==> config.mk <==
export PLATFORM = sky130hd
export DESIGN_NAME = nano_ctrl
export DESIGN_NICKNAME = d
export VERILOG_FILES = /design/src/rtl/nano_pkg.sv /design/src/rtl/nano_ctrl.sv
export SDC_FILE = /design/constraint.sdc
export NUM_CORES = 1
export LEC_CHECK = 0
export ABC_CLOCK_PERIOD_IN_PS = 3450
export BUFFER_PORTS_ARGS = -buffer_cell sky130_fd_sc_hd__buf_2
export CORE_ASPECT_RATIO = 0.9
export CORE_MARGIN = 2
export CORE_UTILIZATION = 54
export CTS_BUF_LIST = sky130_fd_sc_hd__clkbuf_8
export DETAILED_ROUTE_END_ITERATION = 10
export GPL_TIMING_DRIVEN = 0
export PLACE_DENSITY = 0.87
export SLEW_MARGIN = 20
export SYNTH_ARGS = -nofsm -noshare
export SYNTH_HDL_FRONTEND = slang
export SYNTH_SLANG_ARGS = --single-unit
==> constraint.sdc <==
create_clock -name clk -period 3.45 [get_ports clk]
set_clock_uncertainty 0.05 [all_clocks]
set_input_delay 0.345 -clock clk [delete_from_list [all_inputs] [get_ports clk]]
set_output_delay 0.345 -clock clk [all_outputs]
set_load 0.005 [all_outputs]
==> src/rtl/nano_pkg.sv <==
// Shared types for the nanoprocessor: opcodes, control states and the set of
// opcodes whose result updates the carry flag.
package nano_pkg;

  typedef enum logic [3:0] {
    OP_ADD = 4'h0, OP_ADC = 4'h1, OP_SUB = 4'h2, OP_SBC = 4'h3,
    OP_AND = 4'h4, OP_OR  = 4'h5, OP_XOR = 4'h6, OP_NOT = 4'h7,
    OP_ROL = 4'h8, OP_ROR = 4'h9, OP_LDA = 4'hA, OP_STA = 4'hB,
    OP_JMP = 4'hC, OP_JC  = 4'hD, OP_JZ  = 4'hE, OP_HLT = 4'hF
  } opcode_t;

  typedef enum logic [2:0] {
    S_IF   = 3'd0,
    S_AF   = 3'd1,
    S_EX   = 3'd2,
    S_WB   = 3'd3,
    S_HALT = 3'd4
  } state_t;

  // Bit n set: opcode n commits ALU carry-out (arithmetic and rotates).
  localparam logic [15:0] CARRY_OPS_MASK = 16'h030F;

  function automatic logic updates_carry(input opcode_t op);
    return CARRY_OPS_MASK[op];
  endfunction

endpackage

==> src/rtl/nano_ctrl.sv <==
// Nanoprocessor control unit: fetch/execute FSM, PC, IR, AR, ACC and flags.
// Optional single-step gating of instruction fetch with macro NANO_STEP_EN.
//
// state  | meaning
// S_IF   | drive PC to RAM, fetch opcode byte (gated by step when enabled)
// S_AF   | latch opcode, drive PC to RAM for operand/target byte
// S_EX   | latch AR; operand fetch, store, jump or halt
// S_WB   | commit ALU result into ACC and flags
// S_HALT | idle until reset
module nano_ctrl
  import nano_pkg::*;
#(
  parameter logic [7:0] RESET_PC = 8'h00
) (
  input  logic       clk,
  input  logic       reset_n,
`ifdef NANO_STEP_EN
  input  logic       step,
`endif
  output logic [7:0] ram_addr,
  input  logic [7:0] ram_rdata,
  output logic [7:0] ram_wdata,
  output logic       ram_we,
  output logic [3:0] alu_i,
  output logic [7:0] alu_a,
  output logic [7:0] alu_b,
  output logic       alu_cin,
  input  logic [7:0] alu_s,
  input  logic       alu_cout,
  input  logic       alu_z,
  output logic       halted
);

  state_t     r_state, w_state_nxt;
  opcode_t    r_ir, w_ir_nxt;
  logic [7:0] r_pc, w_pc_nxt;
  logic [7:0] r_acc, w_acc_nxt;
  logic [7:0] r_ar, w_ar_nxt;
  logic       r_c, w_c_nxt;
  logic       r_z, w_z_nxt;
  logic       w_go;

`ifdef NANO_STEP_EN
  assign w_go = step;
`else
  assign w_go = 1'b1;
`endif

  assign ram_wdata = r_acc;
  assign alu_i     = r_ir;
  assign alu_a     = r_acc;
  assign alu_b     = ram_rdata;
  assign alu_cin   = r_c;
  assign halted    = (r_state == S_HALT);

  always_ff @(posedge clk) begin
    if (!reset_n) begin
      r_state <= S_IF;
      r_pc    <= RESET_PC;
      r_acc   <= 8'h00;
      r_ir    <= OP_ADD;
      r_ar    <= 8'h00;
      r_c     <= 1'b0;
      r_z     <= 1'b0;
    end else begin
      r_state <= w_state_nxt;
      r_pc    <= w_pc_nxt;
      r_acc   <= w_acc_nxt;
      r_ir    <= w_ir_nxt;
      r_ar    <= w_ar_nxt;
      r_c     <= w_c_nxt;
      r_z     <= w_z_nxt;
    end
  end

  always_comb begin
    w_state_nxt = r_state;
    w_pc_nxt    = r_pc;
    w_acc_nxt   = r_acc;
    w_ir_nxt    = r_ir;
    w_ar_nxt    = r_ar;
    w_c_nxt     = r_c;
    w_z_nxt     = r_z;
    ram_addr    = r_pc;
    ram_we      = 1'b0;
    case (r_state)
      S_IF: begin
        if (w_go) begin
          w_pc_nxt    = r_pc + 8'd1;
          w_state_nxt = S_AF;
        end
      end
      S_AF: begin
        w_ir_nxt    = opcode_t'(ram_rdata[3:0]);
        w_pc_nxt    = r_pc + 8'd1;
        w_state_nxt = S_EX;
      end
      S_EX: begin
        w_ar_nxt    = ram_rdata;
        w_state_nxt = S_IF;
        case (r_ir)
          OP_STA: begin
            ram_addr = ram_rdata;
            ram_we   = 1'b1;
          end
          OP_JMP: w_pc_nxt = ram_rdata;
          OP_JC:  if (r_c) w_pc_nxt = ram_rdata;
          OP_JZ:  if (r_z) w_pc_nxt = ram_rdata;
          OP_HLT: w_state_nxt = S_HALT;
          default: begin
            ram_addr    = ram_rdata;
            w_state_nxt = S_WB;
          end
        endcase
      end
      S_WB: begin
        w_acc_nxt = alu_s;
        w_z_nxt   = alu_z;
        if (updates_carry(r_ir)) w_c_nxt = alu_cout;
        w_state_nxt = S_IF;
      end
      S_HALT: w_state_nxt = S_HALT;
      default: w_state_nxt = S_IF;
    endcase
  end

endmodule
==> impl_metrics.toml <==
[floorplan]
num_rows = 18
die_h_um = 54.6
initial_utilization_pct = 56.3
fp.dieW_um = 60.2
core_area_um2 = 2730
ios = 59
die_area_um2 = 3280

[timing]
hold_viol = 0
rsz0062_at_grt = "false"
tns_ns = 0
fmax_ghz = 0.429
tightestPinTransition_ns = 0.526
final-setup-viol-count = 0
period_minus_slack_ns = 2.33
min_period_over_period_pct = 67.6
maxSlewHeadroom_pct = 64.8
drv_slew = 0
finalWorstSetupSlack_ns = 1.12

[route]
wire_per_inst_um = 12.8
wirelength_mm = 3.58
routed_via_density = 5.37
vias = 1497
drt_iter0_drc = 43
ant_nets = 0
drc_errors = 0
drt_first_pass_iters = 4

[power_and_ir_drop]
max-vdd-ir-drop_mv = 0.286
power.leakage_nw = 0.922
powerDensity_nw_per_um2 = 346

[clocking]
postCtsSetupRepairBufs = 0
cts_sinks = 26
cts_buffers = 3
htree_levels = 1
clk_latency_ns = 0.27
clk_pin_slew_ns = 0.09
root_buffer = "clkbuf_8"
clockBufferDepth = 2
ctsResizeCount = 0
ctsHoldBuffers = 0
cts_tree = "yes"

[finish]
final_area_um2 = 1920
drive_gt1_share_pct = 41.8
n_antenna_cell = 0
seqCellArea_um2 = 520
synthToLayoutAreaGrowth_pct = 24.9
nFillCells = 261
multiInputGateArea_um2 = 850
nets = 262

[worst_setup_path]
arrival_ns = 1.94
cp_max_fo = 8
slowest_stage = "nor3b_2"
path_cells = "nor3b_2, nand2_2, mux2_2, buf_2"
critPathKind = "flip-flop to output port"
cp_num_buf_inv = 1
worst_ep_required_time_ns = 3.05
cp_top_family = "simple AND/OR/NAND/NOR gates"
start_kind = "flip-flop"
cpPeakStageDelay_ns = 0.50
end_kind = "output port"

[yosys]
ys_seq_area_share_pct = 33.9
synthCells = 178
synthArstFlopShare_pct = 0
syn_avg_cell_area_um2 = 8.62
ys_warn_count = 0
synth_cell_type_count = 39
yosys_register_bits = 26
synth_edf_count = 0
yosys_most_used_dff = "dfxtp_1"
synthesis.nets = 199
syn_area_um2 = 1530

[placed_design]
gp_congestion = 0.870
port_buffers = 58
hpwl_mm = 2.67
place_ws_ns = 1.42
placed_area_um2 = 1870

[min_path]
hp-class = "primary input to flip-flop"

[grt]
grt_pass1_vias = 1251
antenna_found_initial = 0
grt_pass1_wl_mm = 5.61
grt_start_max_net_pins = 14
grt.overflow.total = 0
grt_usage_pct = 22.7

[flow_run]
drv_cap = 0

[status]
run_status = "complete, no violations"
-- state kept, by name, indices dropped and copies added, names as in the netlist, named ones only --
| name | flops |
|---|---|
| r_z | 1 |
| alu_a | 8 |
| alu_cin | 1 |
| r_state | 3 |
| alu_i | 4 |
| r_pc | 8 |
-- area by class of cell --
cell class                      count  area share (%)
Buffer                             24            8.56
Clock buffer                        3            2.16
Multi-Input combinational cell    128            44.4
Sequential cell                    26            27.2
Tap cell                           40            2.61
Timing Repair Buffer               58            15.2
-- cells by family after synthesis --
logic type      count (synthesis)  synth area share, %
fa+ha+maj                       1                0.816
mux                            15                 10.6
flops                          26                 33.9
compound gates                 42                 19.6
buf+inv                        24                 10.7
simple gates                   70                 24.4
-- layout by cell type, fill, tap and decap left out, types with 5 or more instances in the layout --
cell / synthesis / final
mux2_2: 10 / 10
nand2_1: 22 / 22
buf_4: 17 / 17
mux2i_1: 5 / 5
a21oi_1: 8 / 8
buf_2: 2 / 60
nand3_1: 13 / 13
a21boi_0: 9 / 9
nor2_1: 8 / 8
dfxtp_1: 26 / 26
nor2b_1: 7 / 7
-- where the power goes --
group          switching [mW]  leakage [nW]  internal [mW]
logic                  0.0739         0.688         0.0824
clock network          0.0903        0.0216         0.0782
registers              0.0206         0.212          0.318
-- final timing paths --
kind / from / to / slack [ns] / cells after the start
min: alu_s[5] / alu_a[5] / 0.28 / 3
max reg2reg: r_state[1] / r_pc[6] / 1.64 / 4
min reg2reg: alu_a[3] / alu_a[3] / 0.42 / 2
max: r_state[1] / ram_addr[6] / 1.12 / 4
-- worst reg2reg max path, delay by kind of cell (launching register included) --
kind                   cells  cell delay (ns)
DFF                        1             0.44
and+or+nand+nor            1             0.50
AOI/OAI and AO/OA          2             0.38
buffers and inverters      1             0.32
-- synth_stat cells, types with 2 or more instances --
library cell	instances	area (um2)
buf_2	2	10.0
a21oi_1	8	40.0
o21ai_0	4	20.0
clkbuf_1	4	15.0
a32o_1	3	30.0
nand3_1	13	65.1
a21o_1	2	15.0
mux2_2	10	113
a211oi_1	2	15.0
nor2b_1	7	43.8
dfxtp_1	26	521
nor3b_2	2	25.0
nor2_1	8	30.0
o211a_1	2	20.0
buf_4	17	128
nand2b_1	3	18.8
a21boi_0	9	67.6
and2_1	4	25.0
o22ai_1	4	25.0
nand2_1	22	82.6
mux2i_1	5	50.1
a22o_1	2	17.5
and3_1	3	18.8
-- layer usage --
| metal | vias up | global-route usage, % | wire length, um |
|---|---|---|---|
| met5 | - | 0 | 0 |
| met4 | 0 | 4.07 | 12 |
| met3 | 2 | 4.96 | 201 |
| met2 | 43 | 39.9 | 1750 |
| met1 | 708 | 29.0 | 1620 |
| li1 | 744 | - | - |
-- per-stage QoR --
step / hold slack [ns] / utilization [%] / cells / power, mW
after floorplan: 0.394 / - / 178 / 0.442
after global placement: 0.413 / 68.8 / 276 / 0.497
after detailed placement: 0.418 / 68.8 / 276 / 0.500
after CTS: 0.282 / 70.3 / 279 / 0.666
after global routing: 0.299 / 70.3 / 279 / 0.699
final: 0.284 / 70.3 / 279 / 0.663
(Power assumes the default switching activity.)
